`src/rtl/inst_fetch_pkg.sv`:
```
// Shared definitions for the instruction fetch stage.
//   state_e              : fetch FSM encodings (S_IDLE, S_REQ, S_READ)
//   RESET_PC_DEFAULT     : default PC loaded on reset
//   ICACHE_LINES_DEFAULT : default icache depth (used only with INST_FETCH_ICACHE_EN)
//   next_pc()            : sequential PC step, 32-bit modulo
package inst_fetch_pkg;

  typedef enum logic [1:0] {
    S_IDLE = 2'd0,
    S_REQ  = 2'd1,
    S_READ = 2'd2
  } state_e;

  localparam logic [31:0] RESET_PC_DEFAULT     = 32'h0000_0000;
  localparam int          ICACHE_LINES_DEFAULT = 16;

  // Wraps 32'hFFFF_FFFC -> 0 by plain 32-bit overflow; no alignment check.
  function automatic logic [31:0] next_pc(input logic [31:0] pc);
    return pc + 32'd4;
  endfunction

endpackage

```
`src/rtl/inst_fetch_if.sv`:
```
// Byte-wide memory port between the fetch stage (master) and the memory
// arbiter (slave).
//   mem_req : master requests ownership of the port
//   mem_gnt : arbiter grant, held while mem_req stays high
//   mem_a   : byte address driven by the master
//   mem_din : byte read for the address driven on the previous cycle
interface inst_fetch_if;
  logic        mem_req;
  logic        mem_gnt;
  logic [31:0] mem_a;
  logic [7:0]  mem_din;

  modport master (output mem_req, output mem_a, input mem_gnt, input mem_din);
  modport slave  (input mem_req, input mem_a, output mem_gnt, output mem_din);
endinterface

```
`src/rtl/inst_fetch_icache.sv`:
```
// Direct-mapped instruction cache, one 32-bit word per line. Built only when
// INST_FETCH_ICACHE_EN is defined.
//   clk, rst : clock, async active-high reset (clears valid bits only)
//   rd_word  : word address (pc[31:2]) for the combinational lookup
//   hit      : line valid and tag matches
//   rd_data  : cached word for rd_word
//   wr_en    : write rd/wr line on this clock edge
//   wr_word  : word address to fill
//   wr_data  : word to store
`ifdef INST_FETCH_ICACHE_EN
module inst_fetch_icache #(
  parameter int LINES = 16
) (
  input  logic        clk,
  input  logic        rst,
  input  logic [29:0] rd_word,
  output logic        hit,
  output logic [31:0] rd_data,
  input  logic        wr_en,
  input  logic [29:0] wr_word,
  input  logic [31:0] wr_data
);
  localparam int IDX_W = $clog2(LINES);
  localparam int TAG_W = 30 - IDX_W;

  logic [LINES-1:0] valid_q;
  logic [TAG_W-1:0] tag_q  [LINES];
  logic [31:0]      data_q [LINES];

  logic [IDX_W-1:0] rd_idx, wr_idx;
  assign rd_idx = rd_word[IDX_W-1:0];
  assign wr_idx = wr_word[IDX_W-1:0];

  assign hit     = valid_q[rd_idx] && (tag_q[rd_idx] == rd_word[29:IDX_W]);
  assign rd_data = data_q[rd_idx];

  always_ff @(posedge clk or posedge rst) begin
    if (rst)        valid_q         <= '0;
    else if (wr_en) valid_q[wr_idx] <= 1'b1;
  end

  // NOTE: tag/data arrays are deliberately left out of reset; a cleared valid
  // bit already masks their contents, and resetting storage prevents RAM mapping.
  always_ff @(posedge clk) begin
    if (wr_en) begin
      tag_q[wr_idx]  <= wr_word[29:IDX_W];
      data_q[wr_idx] <= wr_data;
    end
  end
endmodule
`endif

```
`src/rtl/inst_fetch.sv`:
```
// Instruction fetch stage feeding the instruction queue. Reads each 32-bit
// instruction as four little-endian bytes over the shared 8-bit memory port,
// then pushes {inst, pc_out} with a one-cycle inst_rdy strobe.
//   clk, rst       : clock, async active-high reset
//   rdy            : global enable, 0 freezes all state (redirect included)
//   iqueue_full    : queue nearly full, blocks starting a new fetch only
//   redirect_valid : control-flow redirect, highest priority
//   redirect_pc    : new fetch PC
//   bus            : memory port (inst_fetch_if.master)
//   inst_rdy       : push strobe; inst / pc_out valid with it
// Optional feature macro: INST_FETCH_ICACHE_EN adds a direct-mapped icache
// (inst_fetch_icache) that serves hits from S_IDLE without touching memory.
module inst_fetch
  import inst_fetch_pkg::*;
#(
  parameter logic [31:0] RESET_PC     = RESET_PC_DEFAULT,
  parameter int          ICACHE_LINES = ICACHE_LINES_DEFAULT
) (
  input  logic               clk,
  input  logic               rst,
  input  logic               rdy,
  input  logic               iqueue_full,
  input  logic               redirect_valid,
  input  logic [31:0]        redirect_pc,
  inst_fetch_if.master       bus,
  output logic               inst_rdy,
  output logic [31:0]        inst,
  output logic [31:0]        pc_out
);

  if ((ICACHE_LINES < 2) || ((ICACHE_LINES & (ICACHE_LINES - 1)) != 0)) begin : g_lines_check
    $error("ICACHE_LINES must be a power of 2");
  end

  state_e      state;
  logic [31:0] pc;
  logic [2:0]  cnt;
  // Bytes 0..2 of the word in flight, shifted in from the top so byte 0 ends
  // up in [7:0] once byte 2 has arrived; byte 3 is taken straight off mem_din.
  logic [23:0] byte_buf;

  // Registered state decodes directly, so a redirect drops mem_req one cycle later.
  assign bus.mem_req = (state != S_IDLE);
  assign bus.mem_a   = (state == S_READ) ? pc + {30'd0, cnt[1:0]} : pc;

`ifdef INST_FETCH_ICACHE_EN
  logic        ic_hit;
  logic [31:0] ic_data;
  logic        ic_wr;

  // A redirect on the completing cycle discards the word, so it is not cached either.
  assign ic_wr = rdy && !redirect_valid && (state == S_READ) && (cnt == 3'd4);

  inst_fetch_icache #(.LINES(ICACHE_LINES)) u_icache (
    .clk     (clk),
    .rst     (rst),
    .rd_word (pc[31:2]),
    .hit     (ic_hit),
    .rd_data (ic_data),
    .wr_en   (ic_wr),
    .wr_word (pc[31:2]),
    .wr_data ({bus.mem_din, byte_buf})
  );
`endif

  // NOTE: every register here is assigned with <= so all of them update from
  // the same pre-edge values, regardless of statement order.
  always_ff @(posedge clk or posedge rst) begin
    if (rst) begin
      state    <= S_IDLE;
      pc       <= RESET_PC;
      cnt      <= '0;
      byte_buf <= '0;
      inst_rdy <= 1'b0;
      inst     <= '0;
      pc_out   <= '0;
    end else if (!rdy) begin
      inst_rdy <= 1'b0;  // frozen cycle must not repeat the previous push
    end else if (redirect_valid) begin
      pc       <= redirect_pc;
      cnt      <= '0;
      byte_buf <= '0;
      inst_rdy <= 1'b0;
      state    <= S_IDLE;
    end else begin
      inst_rdy <= 1'b0;
      unique case (state)
        S_IDLE: begin
`ifdef INST_FETCH_ICACHE_EN
          if (!iqueue_full) begin
            if (!ic_hit) begin
              state <= S_REQ;
            end else if (!inst_rdy) begin
              // One bubble after each hit push so iqueue_full can catch up.
              inst     <= ic_data;
              pc_out   <= pc;
              pc       <= next_pc(pc);
              inst_rdy <= 1'b1;
            end
          end
`else
          if (!iqueue_full) state <= S_REQ;
`endif
        end
        S_REQ: begin
          if (bus.mem_gnt) begin
            state <= S_READ;
            cnt   <= '0;
          end
        end
        S_READ: begin
          if (cnt == 3'd4) begin
            inst     <= {bus.mem_din, byte_buf};
            pc_out   <= pc;
            pc       <= next_pc(pc);
            inst_rdy <= 1'b1;
            cnt      <= '0;
            state    <= iqueue_full ? S_IDLE : S_REQ;
          end else begin
            // cnt==0 only drives the first address; data arrives from cnt==1.
            if (cnt != 3'd0) byte_buf <= {bus.mem_din, byte_buf[23:8]};
            cnt <= cnt + 3'd1;
          end
        end
        default: state <= S_IDLE;
      endcase
    end
  end

endmodule

```
`src/flat_wrapper.sv`:
```
// flat-port wrapper written by rule: the top's interface ports become plain ports
module inst_fetch_flat import inst_fetch_pkg::*;
#(
  parameter logic [31:0] RESET_PC     = RESET_PC_DEFAULT,
  parameter int          ICACHE_LINES = ICACHE_LINES_DEFAULT
)
  (clk, rst, rdy, iqueue_full, redirect_valid, redirect_pc, inst_rdy, inst, pc_out, bus_mem_req, bus_mem_a, bus_mem_gnt, bus_mem_din);
  inst_fetch_if bus_i ();
  input  logic clk;
  input  logic rst;
  input  logic rdy;
  input  logic iqueue_full;
  input  logic redirect_valid;
  input  logic [31:0] redirect_pc;
  output logic inst_rdy;
  output logic [31:0] inst;
  output logic [31:0] pc_out;
  output wire logic [$bits(bus_i.mem_req)-1:0] bus_mem_req;
  output wire logic [$bits(bus_i.mem_a)-1:0] bus_mem_a;
  input wire logic [$bits(bus_i.mem_gnt)-1:0] bus_mem_gnt;
  input wire logic [$bits(bus_i.mem_din)-1:0] bus_mem_din;
  assign bus_mem_req = bus_i.mem_req;
  assign bus_mem_a = bus_i.mem_a;
  assign bus_i.mem_gnt = bus_mem_gnt;
  assign bus_i.mem_din = bus_mem_din;
  inst_fetch #(.RESET_PC(RESET_PC), .ICACHE_LINES(ICACHE_LINES)) u_core (.clk(clk), .rst(rst), .rdy(rdy), .iqueue_full(iqueue_full), .redirect_valid(redirect_valid), .redirect_pc(redirect_pc), .bus(bus_i), .inst_rdy(inst_rdy), .inst(inst), .pc_out(pc_out));
endmodule
```
`config.mk`:
```
export PLATFORM = sky130hd
export DESIGN_NAME = inst_fetch_flat
export DESIGN_NICKNAME = d
export VERILOG_FILES = /design/src/rtl/inst_fetch_pkg.sv /design/src/rtl/inst_fetch_if.sv /design/src/rtl/inst_fetch_icache.sv /design/src/rtl/inst_fetch.sv /design/src/flat_wrapper.sv
export SDC_FILE = /design/constraint.sdc
export NUM_CORES = 1
export LEC_CHECK = 0
export ABC_AREA = 1
export CORE_MARGIN = 5
export CORE_UTILIZATION = 51
export DETAILED_ROUTE_END_ITERATION = 8
export PLACE_DENSITY = 0.78
export SETUP_SLACK_MARGIN = 0.4
export SYNTH_ARGS = -nofsm -noshare
export SYNTH_HDL_FRONTEND = slang
export SYNTH_HIERARCHICAL = 1
export SYNTH_SLANG_ARGS = --single-unit
```
`constraint.sdc`:
```
create_clock -name clk -period 6.8 [get_ports clk]
set_clock_uncertainty 0.05 [all_clocks]
set_input_delay 2.04 -clock clk [delete_from_list [all_inputs] [get_ports clk]]
set_output_delay 2.04 -clock clk [all_outputs]
set_load 0.05 [all_outputs]
```
==> impl_metrics.json <==
{
  "outcome": "complete, no violations",
  "route.met3.wl_microns": 1240,
  "overflow": 0,
  "ys_ff_latch": 126,
  "coreArea_sq_um": 12600,
  "dp_hpwl_microns": 12600,
  "critPathTopFamily": "buffers and inverters",
  "path_clk_slew_ns": 0.05,
  "syn_inst": 847,
  "drt_iter0_drc": 615,
  "track_usage_pct": 24.5,
  "power_density_nw_per_um2": 264,
  "m1WireLength_microns": 7680,
  "rows": 41,
  "maxCapViolations": 0,
  "net-switching-power_mw": 0.745,
  "synth_top_area_cell": "dfrtp_1",
  "syn_area_sq_um": 6490,
  "crit_type": "register to output port",
  "p_comb_share_pct": 22.5,
  "dr.pass1.iters": 7,
  "vias_per_cell": 5.24,
  "critPathMaxFanout": 21,
  "grt_first_pass_wirelength_microns": 29000,
  "synth-compound-area-share_pct": 13.2,
  "required_ns": 4.71,
  "routed_wl_microns": 17500,
  "avgSynthCellArea_sq_um": 7.66,
  "htreeDepth": 4,
  "cts_setup_buffers": 0,
  "die_area_sq_um": 15100,
  "swShare_pct": 32.9,
  "setup_violations": 0,
  "cts.repair.resized": 0,
  "synth_top_family_by_area": "simple AND/OR/NAND/NOR gates",
  "slowest_stage": "clkdlybuf4s50_1",
  "total_power_mw": 2.27,
  "clock-sinks": 126,
  "final_max_slew_viol_count": 0,
  "synth_common_cells": "272 x nand2_1, 126 x dfrtp_1, 91 x nor2_1",
  "hp-class": "register to register",
  "port_buffers": 143,
  "yosys-mux-area-fraction_pct": 0,
  "path_cells": "ha_1 > inv_1 > fa_1 > nor2_1 > buf_4 > nand2_1 > nor2_1 > nand2_1 > xor2_1 > clkdlybuf4s50_1",
  "die_h_microns": 123,
  "fmax_mhz": 191,
  "period_minus_slack_ns": 5.23,
  "chipWidth_microns": 123,
  "synth_nets": 899,
  "power_frac_seq_pct": 37.4,
  "clk_path_buf_depth": 2,
  "ys_warn_count": 6,
  "synth-xor-area-share_pct": 2.56,
  "ys.flop_type": "dfrtp_1",
  "synth_seq_area_share_pct": 48.6,
  "gp_congestion": 0.977,
  "max_stage_delay_ns": 0.82,
  "num_vias": 6119,
  "irDropWorstVdd_mv": 0.155,
  "grt_max_degree": 76,
  "ant_nets": 0,
  "final_util_pct": 68.3,
  "routed.top_layer": "met4",
  "period_share_pct": 77.0,
  "async_flop_share_pct": 100,
  "cts_buffers": 17,
  "cts_hold_buf": 0,
  "leakage_nw": 3.94,
  "synth-simple-area-share_pct": 25.9,
  "clk_latency_ns": 0.42,
  "path_buf_inv": 3,
  "clkPwrFrac_pct": 40.1,
  "finish.net_count": 1034,
  "layout-drive-gt1-share_pct": 6.53,
  "wl_per_cell_microns": 15.0,
  "grt_setup_unrepaired": "no",
  "syn2layout_area_growth_pct": 32.3,
  "arrival_ns": 3.14,
  "cts-root-buf": "clkbuf_16",
  "route.detailed.drc": 0,
  "n_antenna_cell": 0,
  "p_int_mw": 1.52,
  "yosysMostFrequentCell": "nand2_1",
  "finalHoldViolCount": 0,
  "yosys.area.top_type_share_pct": 48.6,
  "cp-start-kind": "register",
  "yosys-top-cells-area": "dfrtp_1 49%, nand2_1 16%, nor2_1 5.3%",
  "io_pins": 144,
  "cp-end-kind": "output port",
  "max-slew-margin-rel_pct": 32.4,
  "grt_pass1_vias": 5913,
  "initial_core_util_pct": 51.6,
  "synth_edf_count": 0,
  "tns_ns": 0,
  "tightestPinTransition_ns": 1.01,
  "wl_met2_microns": 8120,
  "yosysUniqueCellTypes": 32,
  "synth_fa_ha_area_share_pct": 1.27,
  "grt_antenna_before_repair": 0,
  "cts_tree": "yes"
}
## sequential cells by signal, summed over array words and instances, names as in the netlist
register / count
u_core/inst_rdy: 1
u_core/state: 2
u_core/inst: 32
u_core/cnt: 3
u_core/pc: 32
u_core/pc_out: 32
u_core/byte_buf: 24
## layout make-up
type                            instances  area, sq um
Tap cell                              172          215
Clock buffer                           20          467
Clock inverter                         12          134
Fill cell                            1043         3980
Timing Repair Buffer                  149         1480
Multi-Input combinational cell        594         2790
Sequential cell                       126         3150
Inverter                               94          357
## layout by cell type (no fill, tap or decap), types with 2 or more instances in the layout
master | Yosys | final
nand2_1 | 272 | 272
clkdlybuf4s50_1 | 0 | 143
dfrtp_1 | 126 | 126
nor2_1 | 91 | 91
inv_1 | 90 | 89
o21ai_0 | 51 | 51
o21ai_1 | 51 | 51
nand3_1 | 32 | 32
o22ai_1 | 24 | 24
xor2_1 | 18 | 18
clkbuf_16 | 0 | 17
a21oi_1 | 16 | 16
o21ai_2 | 9 | 9
buf_4 | 1 | 6
clkinvlp_4 | 0 | 5
ha_1 | 5 | 5
nor2_2 | 4 | 4
nor2_4 | 4 | 4
clkinv_2 | 0 | 3
clkbuf_8 | 0 | 3
inv_2 | 4 | 3
nor3_1 | 3 | 3
bufinv_16 | 0 | 2
inv_6 | 0 | 2
nand2_2 | 2 | 2
nand4_1 | 2 | 2
a31oi_1 | 2 | 2
## worst register-to-register path, cell delays in order (launching register included)
cell and delay, ns:
dfrtp_1 0.41, inv_1 0.12, ha_1 0.19, nand2_1 0.06, inv_1 0.14, nand3_4 0.13
nor2_8 0.15, clkinv_2 0.80, buf_4 0.56, nand2_1 0.11, o21ai_1 0.07
## through the flow
step | hold slack, ns | setup slack, ns | cell area (sq um) | instances
final | 0.422 | 1.57 | 8590 | 1167
after global routing | 0.437 | 1.36 | 8590 | 1167
after CTS | 0.423 | 1.55 | 8590 | 1167
after detailed placement | 0.409 | 1.84 | 7990 | 1135
after global placement | 0.405 | 1.92 | 7990 | 1135
after floorplan | 0.437 | 1.35 | 6490 | 847
## power by group through the flow
stage | registers [mW] | clock network [mW] | logic, mW
finish | 0.848 | 0.909 | 0.510
global route | 0.854 | 0.963 | 0.555
CTS | 0.846 | 0.926 | 0.510
detailed placement | 0.859 | 0 | 0.507
global placement | 0.857 | 0 | 0.505
floorplan | 0.845 | 0 | 0.345
## worst paths after layout
path / start / end / slack, ns / cells past startpoint
worst max-delay path: u_core/cnt[0]$_DFFE_PP0P_ / bus_mem_a[22] / 1.57 / 10
worst min-delay path: u_core/pc_out[8]$_DFFE_PP0P_ / u_core/pc_out[8]$_DFFE_PP0P_ / 0.42 / 2
worst max register to register: u_core/cnt[1]$_DFFE_PP0P_ / u_core/inst[20]$_DFFE_PP0P_ / 3.91 / 10
worst min register to register: u_core/pc_out[8]$_DFFE_PP0P_ / u_core/pc_out[8]$_DFFE_PP0P_ / 0.42 / 2
max in group asynchronous: rst / u_core/pc[11]$_DFFE_PP0P_ / 3.76 / 3
min in group asynchronous: rst / u_core/inst[25]$_DFFE_PP0P_ / 1.98 / 2
## logic make-up after synthesis
group | after synthesis
buffers and inverters | 127
xor gates and xnor gates | 19
and+or+nand+nor | 413
AOI/OAI and AO/OA | 156
adders and majority gates | 6
DFF | 126
## metal layers
| metal | up-vias | track usage (%) |
|---|---|---|
| met2 | 248 | 38.1 |
| met4 | 0 | 9.31 |
| met1 | 2870 | 33.8 |
| met3 | 36 | 5.30 |
| li1 | 2965 | - |
| met5 | - | 0 |
Power figures use the tool's default switching activity.
